$ cat config.mk
export PLATFORM = sky130hd
export DESIGN_NAME = uart_rx_sampler
export DESIGN_NICKNAME = d
export VERILOG_FILES = /design/src/rtl/uart_rx_sampler.sv
export SDC_FILE = /design/constraint.sdc
export NUM_CORES = 1
export LEC_CHECK = 0
export BUFFER_PORTS_ARGS = -buffer_cell sky130_fd_sc_hd__buf_2
export CAP_MARGIN = 20
export CORE_UTILIZATION = 58
export CTS_CLUSTER_DIAMETER = 100
export CTS_CLUSTER_SIZE = 25
export DETAILED_ROUTE_END_ITERATION = 10
export GPL_ROUTABILITY_DRIVEN = 0
export GPL_TIMING_DRIVEN = 0
export HOLD_SLACK_MARGIN = 0.1
export PLACE_DENSITY = 0.79
export RECOVER_POWER = 100
export SETUP_SLACK_MARGIN = 0.2
export SYNTH_ARGS = -nofsm -noshare
export SYNTH_HDL_FRONTEND = slang
export SYNTH_SLANG_ARGS = --single-unit
$ cat constraint.sdc
create_clock -name clk -period 2.3 [get_ports clk]
set_clock_uncertainty 0.2 [all_clocks]
set_input_delay 0.115 -clock clk [delete_from_list [all_inputs] [get_ports clk]]
set_output_delay 0.115 -clock clk [all_outputs]
set_load 0.005 [all_outputs]
$ cat src/rtl/uart_rx_sampler.sv
// UART receive stage: synchronises rx, oversamples at 16x baud with 3-tick
// majority voting, recovers 7/8-bit frames with optional parity, and holds one
// received byte with parity/framing/overflow status for the consumer.
module uart_rx_sampler #(
  parameter int unsigned SYNC_STAGES = 2
) (
  input  logic       clk,
  input  logic       reset,
  input  logic       baud_clock,
  input  logic       rx,
  input  logic       bit8,
  input  logic       parity_en,
  input  logic       odd_n_even,
  input  logic       read_rx_byte,
  output logic [7:0] rx_byte,
  output logic       rx_data_ready,
  output logic       parity_err,
  output logic       framing_err,
  output logic       overflow,
  output logic       rx_idle
);

  typedef enum logic [2:0] {StIdle, StStart, StData, StParity, StStop} state_e;

  state_e state_q, state_d;

  logic [SYNC_STAGES-1:0] sync_q;
  logic       rx_s;
  logic [3:0] samp_cnt_q;
  logic [2:0] bit_cnt_q;
  logic [7:0] shift_q;
  logic       s7_q, s8_q;
  logic       bit8_q, par_q, odd_q;
  logic       perr_q;
  logic       armed_q;
  logic       done_q;
  logic [7:0] pend_byte_q;
  logic       pend_perr_q, pend_ferr_q;

  logic       active_tick, tick7, tick8, tick9, wrap;
  logic       maj, start_det, last_bit, stop_done;
  logic [7:0] data_aligned;

  assign rx_s        = sync_q[SYNC_STAGES-1];
  assign active_tick = baud_clock && (state_q != StIdle);
  assign tick7       = active_tick && (samp_cnt_q == 4'd7);
  assign tick8       = active_tick && (samp_cnt_q == 4'd8);
  assign tick9       = active_tick && (samp_cnt_q == 4'd9);
  assign wrap        = active_tick && (samp_cnt_q == 4'd15);
  assign maj         = (s7_q & s8_q) | (s7_q & rx_s) | (s8_q & rx_s);
  // armed_q blocks a held-low line (break) from re-triggering a start.
  assign start_det   = baud_clock && (state_q == StIdle) && !rx_s && armed_q;
  assign last_bit    = (bit_cnt_q == (bit8_q ? 3'd7 : 3'd6));
  assign stop_done   = (state_q == StStop) && tick9;
  // Seven shifts leave the data in [7:1]; right-align with bit 7 cleared.
  assign data_aligned = bit8_q ? shift_q : {1'b0, shift_q[7:1]};
  assign rx_idle     = (state_q == StIdle);

  // rx synchroniser chain, idles high.
  always_ff @(posedge clk) begin
    if (reset) sync_q <= '1;
    else       sync_q <= {sync_q[SYNC_STAGES-2:0], rx};
  end

  // FSM state register.
  always_ff @(posedge clk) begin
    if (reset) state_q <= StIdle;
    else       state_q <= state_d;
  end

  // Next-state logic; every decision is qualified by a baud tick.
  always_comb begin
    state_d = state_q;
    unique case (state_q)
      StIdle:   if (start_det) state_d = StStart;
      StStart: begin
        if (tick9 && maj) state_d = StIdle;
        else if (wrap)    state_d = StData;
      end
      StData:   if (wrap && last_bit) state_d = par_q ? StParity : StStop;
      StParity: if (wrap) state_d = StStop;
      StStop:   if (tick9) state_d = StIdle;
      default:  state_d = StIdle;
    endcase
  end

  // Sample counter, majority samples, shift register and per-frame config.
  always_ff @(posedge clk) begin
    if (reset) begin
      samp_cnt_q  <= 4'd0;
      bit_cnt_q   <= 3'd0;
      shift_q     <= 8'd0;
      s7_q        <= 1'b1;
      s8_q        <= 1'b1;
      bit8_q      <= 1'b0;
      par_q       <= 1'b0;
      odd_q       <= 1'b0;
      perr_q      <= 1'b0;
      armed_q     <= 1'b1;
      done_q      <= 1'b0;
      pend_byte_q <= 8'd0;
      pend_perr_q <= 1'b0;
      pend_ferr_q <= 1'b0;
    end else begin
      done_q <= stop_done;
      if (start_det) begin
        samp_cnt_q <= 4'd0;
        bit8_q     <= bit8;
        par_q      <= parity_en;
        odd_q      <= odd_n_even;
        perr_q     <= 1'b0;
      end else if (active_tick) begin
        samp_cnt_q <= samp_cnt_q + 4'd1;
      end
      if (tick7) s7_q <= rx_s;
      if (tick8) s8_q <= rx_s;
      if ((state_q == StStart) && wrap) bit_cnt_q <= 3'd0;
      if ((state_q == StData) && tick9) shift_q <= {maj, shift_q[7:1]};
      if ((state_q == StData) && wrap)  bit_cnt_q <= bit_cnt_q + 3'd1;
      if ((state_q == StParity) && tick9) perr_q <= (^data_aligned) ^ maj ^ odd_q;
      if (stop_done) begin
        pend_byte_q <= data_aligned;
        pend_perr_q <= par_q & perr_q;
        pend_ferr_q <= ~maj;
        armed_q     <= 1'b0;
      end
      if (baud_clock && (state_q == StIdle) && rx_s) armed_q <= 1'b1;
    end
  end

  // Holding register toward the consumer; a completion while full is dropped.
  always_ff @(posedge clk) begin
    if (reset) begin
      rx_byte       <= 8'd0;
      rx_data_ready <= 1'b0;
      parity_err    <= 1'b0;
      framing_err   <= 1'b0;
      overflow      <= 1'b0;
    end else if (done_q) begin
      if (!rx_data_ready || read_rx_byte) begin
        rx_byte       <= pend_byte_q;
        parity_err    <= pend_perr_q;
        framing_err   <= pend_ferr_q;
        rx_data_ready <= 1'b1;
      end else begin
        overflow <= 1'b1;
      end
    end else if (read_rx_byte && rx_data_ready) begin
      rx_data_ready <= 1'b0;
      parity_err    <= 1'b0;
      framing_err   <= 1'b0;
      overflow      <= 1'b0;
    end
  end

endmodule

### Word-level counts from Yosys, hierarchy flattened

Cells that the tools add are included.

| cells by class | value |
|---|---|
| bitwise logic cells | 9 |
| reductions and logical operators | 32 |
| add/subtract/negate cells | 2 |
| muxes and demuxes | 23 |
| equal/unequal tests | 16 |

Operators with widths:

| cell | count |
|---|---|
| $mux W3 | 9 |
| $logic_and A1 B1 Y1 | 17 |
| $pmux W3 S5 | 1 |
| $eq A4 B4 Y1 const B | 3 |
| $mux W1 | 12 |
| $mux W8 | 1 |
| $ne A2 B2 Y1 const B | 4 |
| $reduce_xor A8 Y1 | 1 |
| $eq A3 B2 Y1 const B | 2 |
| $reduce_and A2 Y1 | 3 |
| $reduce_bool A2 Y1 | 3 |
| $reduce_and A5 Y1 | 1 |
| $add A4 B1 Y4 const B | 1 |
| $and A1 B1 Y1 | 4 |
| $eq A4 B3 Y1 const B | 1 |
| $ne A2 B1 Y1 const B | 2 |
| $reduce_or A2 Y1 | 2 |
| $add A3 B1 Y3 const B | 1 |
| $eq A3 B1 Y1 const B | 1 |
| $eq A3 B3 Y1 | 1 |
| $eq A3 B3 Y1 const B | 1 |
| $logic_not A3 Y1 | 1 |
| $ne A3 B3 Y1 const B | 1 |
| $reduce_bool A3 Y1 | 1 |
| other kinds (5) | 8 |

| storage, ports and cells | value |
|---|---|
| word-level logic and storage cells | 103 |
| register bits after elaboration | 50 |
| output and inout port bits | 13 |

### Depth between registers and ports, before layout

Gate-level depths: netlist of run 1.

| depth | value |
|---|---|
| depth in word-level cells | 6 |
| mapped depth | 9 |
| depth with buffers taken out | 7 |

### Least setup slack after synthesis of run 1

OpenSTA, ideal clock, no wires.

| timing | value |
|---|---|
| kind | reg2reg |
| start point | reg samp_cnt_q[0] |
| end point | reg bit_cnt_q[1] |
| library setup time | 0.128 ns |
| setup slack | 0.525 ns |
| period minus slack after synthesis | 1.775 ns |
| arrival | 1.447 ns |
| data required time | 1.972 ns |
| buffers on the path | 0 |
| cell stages (with the launch flop) | 7 |
| cell sequence | dfxtp_1 > ha_1 > nand4_1 > or3_4 > a21o_1 > a22oi_1 > nor2_1 |

| between the ends | value |
|---|---|
| word-level cells in the longest chain between the ends | 4 |
| elaborated cells on any way between the ends | 6 |

Ends and longest elaborated chain:

| item | RTL line | text |
|---|---|---|
| start, declared | 29 | `logic [3:0] samp_cnt_q;` |
| start signal, assigned | 113 | `samp_cnt_q <= samp_cnt_q + 4'd1;` |
| $eq A4 B4 Y1 (*) | 49 | `assign wrap = active_tick && (samp_cnt_q == 4'd15);` |
| $logic_and A1 B1 Y1 (*) | 49 |  |
| $logic_and A1 B1 Y1 (on tied branches) | 119, 117 |  |
| $mux W3 / $reduce_bool A2 Y1 (equally long branches) | -- |  |
| end signal, assigned | 119 | `if ((state_q == StData) && wrap) bit_cnt_q <= bit_cnt_q + 3'd1;` |
| end, declared | 30 | `logic [2:0] bit_cnt_q;` |

Mark *: on every way between the ends. The rest lies on a longest branch, timed or not.
A chain may end at the register's enable or synchronous reset.

### Worst setup path in the final report of run 1

| timing | value |
|---|---|
| start point | reg samp_cnt_q[1] |
| end point | reg pend_byte_q[2] |

| between the ends | value |
|---|---|
| word-level cells in the longest chain between the ends | 3 |

Ends and longest elaborated chain:

| item | RTL line | text |
|---|---|---|
| $eq A4 B4 Y1 | 48 | `assign tick9 = active_tick && (samp_cnt_q == 4'd9);` |
| $logic_and A1 B1 Y1 | 48 |  |
| $logic_and A1 B1 Y1 | 54 | `assign stop_done = (state_q == StStop) && tick9;` |
| end signal, assigned | 122 | `pend_byte_q <= data_aligned;` |
| end, declared | 37 | `logic [7:0] pend_byte_q;` |

Every way passes these cells.

==> impl_metrics.sql, run 1 <==
INSERT INTO impl_metrics (metric_group, metric, value, unit) VALUES
('setup_path', 'timing.rr.end', 'pend_byte_q[2]', ''),
('timing', 'fin_setup_tns', '0', 'ps'),
('timing', 'layout_worst_path_cycle_share', '87.39', '%'),
('hold_path', 'timing.hold.worst_endpoint', 'sync_q[1]', ''),
('clock_network', 'ctsLongestPathBuffers', '2', ''),
('setup_path', 'critical_path_peak_fanout', '10', ''),
('timing', 'finalMaxSlewViolations', '0', ''),
('setup_path', 'reg2regPathDepth', '8', ''),
('hold_path', 'min-delay-start', 'sync_q[0]', ''),
('clock_network', 'clockRootBuffer', 'clkbuf_8', ''),
('logic_synthesis', 'synth_largest_type_area_fraction', '42.51', '%'),
('drt', 'detail_route.iter0.violations', '98', ''),
('logic_synthesis', 'yosysWarningCount', '0', ''),
('drt', 'drt_drc_violations_left', '0', ''),
('drt', 'wl_per_cell', '13.69', 'um'),
('logic_synthesis', 'synth_top_area_cell', 'dfxtp_1', ''),
('setup_path', 'cp_cell_sequence', 'inv_1 > ha_1 > and4b_1 > buf_6 > and3_4 > clkbuf_2 > buf_12 > a211oi_1', ''),
('power_and_ir_drop', 'pwr-share-seq', '52.0', '%'),
('clock_network', 'hold_buffers', '7', ''),
('logic_synthesis', 'netlist_top_cells_area', 'dfxtp_1, mux2i_1, nor2_1', ''),
('layout', 'n_fill_cell', '307', ''),
('floorplan', 'boundaryPins', '21', ''),
('floorplan', 'core_area', '3771', 'sq um'),
('global_routing', 'number_of_global_route_vias_before_repair', '1728', ''),
('logic_synthesis', 'async_reset_ff_share', '0', '%'),
('layout', 'drive_gt1_share', '12.98', '%'),
('hold_path', 'worst_hold_path.num_cells', '1', ''),
('job', 'drv.max_cap_violation_count', '0', ''),
('drt', 'detail_route.wirelength', '4558', 'um'),
('setup_path', 'cpPeakStageDelay', '390', 'ps'),
('layout', 'area_growth_syn_to_layout', '11.32', '%'),
('floorplan', 'dieHeight', '65.72', 'um'),
('status', 'outcome', 'complete, no violations', ''),
('logic_synthesis', 'ys_seq_area_share', '42.51', '%'),
('clock_network', 'cts_max_level', '2', ''),
('clock_network', 'cts_tree', 'yes', ''),
('timing', 'layout_min_cycle_time', '2010', 'ps'),
('global_routing', 'first_pass_grt_wire_length', '7893', 'um'),
('power_and_ir_drop', 'total_leakage_power', '0.9827', 'nW'),
('power_and_ir_drop', 'peak_supply_drop', '0.4069', 'mV'),
('floorplan', 'floorplan.die_area', '4318', 'sq um'),
('placement', 'hpwlAfterDp', '3209', 'um'),
('setup_path', 'end_kind', 'flip-flop', ''),
('setup_path', 'timing.setup.critical_path_class', 'flip-flop to flip-flop', ''),
('floorplan', 'initial_core_util', '62.44', '%'),
('setup_path', 'timing.reg2reg.setup_slack', '290', 'ps'),
('logic_synthesis', 'synth.cell_area', '2355', 'sq um'),
('logic_synthesis', 'dominantRegCellSynth', 'dfxtp_1', ''),
('clock_network', 'post_cts_resize_count', '0', ''),
('clock_network', 'post-cts-setup-buffer-count', '0', ''),
('global_routing', 'grt_max_degree', '16', ''),
('timing', 'hold_viol_final', '0', ''),
('layout', 'non_filler_cell_area_final', '2621', 'sq um'),
('global_routing', 'grtUsageTotal', '24.28', '%'),
('layout', 'layout_commonest_cell', 'dfxtp_1', ''),
('power_and_ir_drop', 'share_comb_of_total_power', '12.9', '%'),
('clock_network', 'tritoncts.num_buffers', '5', ''),
('logic_synthesis', 'postSynthNetCount', '262', ''),
('timing', 'setup_viol_count_final', '0', ''),
('layout', 'nets', '296', ''),
('placement', 'port_buffers', '20', ''),
('logic_synthesis', 'yosys_register_bits', '50', ''),
('clock_network', 'clock_insertion_delay_worst_skew', '310', 'ps'),
('setup_path', 'worst_ep_required_time', '2320', 'ps'),
('setup_path', 'crit_slowest_cell', 'dfxtp_1', ''),
('power_and_ir_drop', 'powerDensity', '664.5', 'nW/um^2'),
('floorplan', 'die-width', '65.72', 'um'),
('power_and_ir_drop', 'total_switching_power', '0.0004515', 'W'),
('power_and_ir_drop', 'internal_power', '0.001290', 'W'),
('layout', 'insertedDiodeCount', '0', ''),
('drt', 'detail-route-antenna-nets', '0', '');
power by group through the flow:
stage          Sequential, W  Combinational (W)  Clock (W)
5_1_grt             0.000910           0.000254   0.000650
4_1_cts             0.000908           0.000230   0.000621
2_1_floorplan       0.000922           0.000168          0
6_report            0.000906           0.000224   0.000612
3_3_place_gp        0.000928           0.000212          0
3_5_place_dp        0.000928           0.000220          0
state kept, by name, summed over array words and instances (netlist names), 2 cells and up:
| register | flops |
|---|---|
| sync_q | 2 |
| pend_byte_q | 8 |
| samp_cnt_q | 4 |
| bit_cnt_q | 3 |
| rx_byte | 8 |
| state_q | 3 |
| shift_q | 8 |
cells by family (layout without fill, tap and decap cells):
family	after synthesis	count (layout)	synth area share (%)
mux	22	22	9.352
fa+ha+maj	5	5	2.551
compound gates	45	45	14.77
buf+inv	20	55	4.782
xor+xnor	13	13	4.835
simple gates	95	95	21.20
flops	50	50	42.51
synthesized netlist by cell type (all sizes together), types with 3 or more instances:
cell / instances
ha: 4
mux2i: 22
nor2: 33
xor2: 4
nand2b: 5
or2: 3
nand3: 13
a31oi: 3
a21oi: 15
inv: 5
o21ai: 6
dfxtp: 50
clkbuf: 9
buf: 6
nand2: 23
nand4: 4
xnor2: 9
a211oi: 9
stage by stage:
stage	cells	total power [W]	hold WS, ps	utilization, %	setup WS (ps)
after floorplan	250	0.001090	18.81	-	525.1
after global placement	318	0.001140	101.0	66.69	366.8
after detailed placement	318	0.001148	103.3	66.69	360.5
after CTS	333	0.001759	219.7	71.43	352.6
after global routing	333	0.001814	240.3	69.51	140.6
final	333	0.001742	215.9	69.51	290.0
layer usage:
| layer | vias to the layer above | track usage, % | wire (um) |
|---|---|---|---|
| li1 | 949 | - | - |
| met1 | 834 | 30.45 | 2258 |
| met2 | 37 | 40.05 | 2066 |
| met3 | 5 | 6.250 | 168 |
| met4 | 0 | 8.152 | 65 |
| met5 | - | 0 | 0 |
area by class of cell:
class / instances / area, sq um / share of cell area (%)
Sequential cell: 50 / 1001 / 38.19
Inverter: 5 / 18.77 / 0.7160
Clock buffer: 5 / 68.82 / 2.625
Tap cell: 48 / 60.06 / 2.291
Timing Repair Buffer: 27 / 158.9 / 6.062
Buffer: 15 / 85.08 / 3.246
Clock inverter: 3 / 40.04 / 1.527
Multi-Input combinational cell: 180 / 1189 / 45.35
worst max path at each step:
| stage | from | to | cells past startpoint |
|---|---|---|---|
| 2_1_floorplan | samp_cnt_q[0] | bit_cnt_q[1] | 6 |
| 3_3_place_gp | samp_cnt_q[0] | bit_cnt_q[1] | 6 |
| 3_5_place_dp | samp_cnt_q[0] | bit_cnt_q[1] | 6 |
| 4_1_cts | samp_cnt_q[0] | bit_cnt_q[1] | 6 |
| 5_1_grt | samp_cnt_q[1] | pend_perr_q | 9 |
| 6_report | samp_cnt_q[1] | pend_byte_q[2] | 8 |
critical path: cells and delay by family (launching register included):
kind	cells	cell delay (ps)
buffers and inverters	4	600
flip-flops	1	390
AND/OR/NAND/NOR	2	340
AO/OA/AOI/OAI	1	210
adder cells (fa/ha/maj)	1	180
Note: power is estimated with default switching activity, not from simulation.
==> run 2: changes to the inputs <==
- RECOVER_POWER: 100 -> not set
==> run 2 against run 1 <==
Global-route usage unchanged. Largest cell class unchanged. Routed wire length increased by 0.11%. Critical path depth decreased by 2. Worst hold slack about the same. Critical path type unchanged. Die area unchanged. Sequential share of layout area decreased by 1.0 points. Utilization up 1.9 points.
==> impl_metrics.sql, run 2 (same netlist as run 1, synthesis figures left out) <==
INSERT INTO impl_metrics (metric_group, metric, value, unit) VALUES
('status', 'outcome', 'complete, no violations', ''),
('drt', 'drt_drc_violations_left', '0', ''),
('clock_network', 'cts_tree', 'yes', ''),
('floorplan', 'floorplan.die_area', '4318', 'sq um'),
('layout', 'area_growth_syn_to_layout', '14.40', '%'),
('floorplan', 'boundaryPins', '21', ''),
('setup_path', 'crit_slowest_cell', 'dfxtp_1', ''),
('global_routing', 'number_of_global_route_vias_before_repair', '1728', ''),
('layout', 'n_fill_cell', '287', ''),
('floorplan', 'dieHeight', '65.72', 'um'),
('layout', 'reg.largest.list', 'pend_byte_q: 8 flops, rx_byte: 8 flops, shift_q: 8 flops', ''),
('clock_network', 'post-cts-setup-buffer-count', '0', ''),
('layout', 'nets', '296', ''),
('placement', 'placed_area', '2515', 'sq um'),
('drt', 'detail_route.iter0.violations', '100', ''),
('timing', 'finalMaxSlewViolations', '0', ''),
('power_and_ir_drop', 'internal_power', '0.001296', 'W'),
('power_and_ir_drop', 'powerDensity', '651.8', 'nW/um^2'),
('setup_path', 'timing.setup.critical_path_class', 'flip-flop to flip-flop', ''),
('setup_path', 'cpPeakStageDelay', '420', 'ps'),
('global_routing', 'grtUsageTotal', '24.28', '%'),
('timing', 'slew-limit-headroom', '57.22', '%'),
('power_and_ir_drop', 'clock_power_share', '35.1', '%'),
('timing', 'hold_viol_final', '0', ''),
('clock_network', 'post_cts_resize_count', '0', ''),
('floorplan', 'die-width', '65.72', 'um'),
('power_and_ir_drop', 'total_switching_power', '0.0004597', 'W'),
('setup_path', 'worst_setup_sp_type', 'flip-flop', ''),
('global_routing', 'antenna_violations_before_repair', '0', ''),
('global_routing', 'first_pass_grt_wire_length', '7893', 'um'),
('floorplan', 'initial_core_util', '62.44', '%'),
('power_and_ir_drop', 'power.switching_fraction', '26.18', '%'),
('floorplan', 'placementRows', '22', ''),
('drt', 'avgViaCountPerCell', '5.495', ''),
('setup_path', 'arrival_time_at_the_worst_endpoint', '1940', 'ps'),
('floorplan', 'core_area', '3771', 'sq um'),
('layout', 'final_cell_mix', 'dfxtp_1, nor2_1, nand2_1, buf_2, mux2i_1', ''),
('clock_network', 'clockRootBuffer', 'clkbuf_8', ''),
('power_and_ir_drop', 'pwr-share-seq', '51.7', '%'),
('clock_network', 'cts.clk_slew.worst_paths', '90', 'ps'),
('setup_path', 'end_kind', 'flip-flop', ''),
('power_and_ir_drop', 'peak_supply_drop', '0.4098', 'mV'),
('setup_path', 'timing.reg2reg.setup_slack', '350', 'ps'),
('drt', 'detail-route-antenna-nets', '0', ''),
('timing', 'layout_setup_ws', '345.8', 'ps'),
('setup_path', 'critical_path_peak_fanout', '5', ''),
('drt', 'detail_route.wirelength', '4563', 'um'),
('placement', 'hpwlAfterDp', '3209', 'um'),
('clock_network', 'clock-sinks', '50', ''),
('hold_path', 'timing.hold.worst.class', 'flip-flop to flip-flop', ''),
('drt', 'wl_per_cell', '13.70', 'um'),
('clock_network', 'tritoncts.num_buffers', '5', ''),
('timing', 'fin_setup_tns', '0', 'ps'),
('layout', 'post_layout_nonfiller_instances', '333', ''),
('setup_path', 'cp_cell_sequence', 'ha_1 > nand4_1 > or3_4 > a21o_1 > a22oi_1 > nor2_1', ''),
('placement', 'post-place-cells', '318', ''),
('timing', 'worst_pin_slew', '641.7', 'ps'),
('layout', 'non_filler_cell_area_final', '2694', 'sq um'),
('clock_network', 'clock_insertion_delay_worst_skew', '310', 'ps'),
('setup_path', 'worst_ep_required_time', '2290', 'ps'),
('layout', 'layout_commonest_cell', 'dfxtp_1', ''),
('power_and_ir_drop', 'total_leakage_power', '1.034', 'nW'),
('timing', 'setup_viol_count_final', '0', ''),
('layout', 'sequential_cell_area', '1001', 'sq um'),
('placement', 'post-place-ws', '360.5', 'ps'),
('global_routing', 'grt.overflow.total', '0', ''),
('drt', 'drt_pass1_iterations', '4', ''),
('power_and_ir_drop', 'share_comb_of_total_power', '13.2', '%'),
('placement', 'port_buffers', '20', ''),
('layout', 'insertedDiodeCount', '0', ''),
('timing', 'layout_worst_path_cycle_share', '84.97', '%'),
('clock_network', 'ctsLongestPathBuffers', '2', ''),
('drt', 'vias', '1830', ''),
('job', 'drv.max_cap_violation_count', '0', ''),
('clock_network', 'cts_max_level', '2', ''),
('timing', 'layout_min_cycle_time', '1954', 'ps'),
('global_routing', 'grt_max_degree', '16', ''),
('timing', 'unrepaired_setup_endpoints_after_global_routing', 'false', ''),
('timing', 'achievable-frequency', '0.5117', 'GHz'),
('layout', 'drive_gt1_share', '20.00', '%'),
('layout', 'multi_input_gate_area_in_the_final_layout', '1241', 'sq um');
==> run 2: area by class of cell <==
class	instances	share of cell area, %
multi-input cells	180	46.08
plain buffers	15	3.484
well taps	48	2.229
flip-flops and latches	50	37.16
repair buffers	27	6.317
clock buffers	5	2.555
inverters	5	0.6967
clock inverters	3	1.486
==> run 2: final timing paths <==
kind / from / to / cells after the start
setup / recovery: samp_cnt_q[0] / bit_cnt_q[1] / 6
hold reg to reg: sync_q[0] / sync_q[1] / 1
hold / removal: sync_q[0] / sync_q[1] / 1
setup reg to reg: samp_cnt_q[0] / bit_cnt_q[1] / 6
==> run 2: metal layers <==
metal	share of wire, %	vias to the layer above	wire [um]	GRT usage (%)
met5	0	-	0	0
met4	1.4	0	65	8.152
met3	3.8	5	175	6.250
met2	45	39	2074	40.05
met1	49	839	2247	30.45
li1	-	947	-	-
==> run 2: stage by stage <==
step	hold WS, ps	utilization, %	total power, W
4_1_cts	219.7	71.43	0.001759
6_report	216.0	71.43	0.001756
3_3_place_gp	101.0	66.69	0.001140
3_5_place_dp	103.3	66.69	0.001148
2_1_floorplan	18.81	-	0.001090
5_1_grt	240.3	71.43	0.001824
==> run 2: power by group through the flow <==
stage	registers (W)	clock network (W)	logic [W]
after floorplan	0.000922	0	0.000168
after global placement	0.000928	0	0.000212
after detailed placement	0.000928	0	0.000220
after CTS	0.000908	0.000621	0.000230
after global routing	0.000912	0.000650	0.000263
final	0.000908	0.000616	0.000232
==> run 2: repair_timing <==
item / CTS / global route
endpoints found under the hold margin: 9 / 0
endpoints found under the setup margin: 0 / 0
hold buffers: 7 / 0
==> run 2: worst max-delay path: cells and delay by family, from the launching register on <==
family | cells | cell delay, ps
AOI/OAI and AO/OA | 2 | 350
adders and majority gates | 1 | 240
DFF | 1 | 420
and+or+nand+nor | 3 | 620
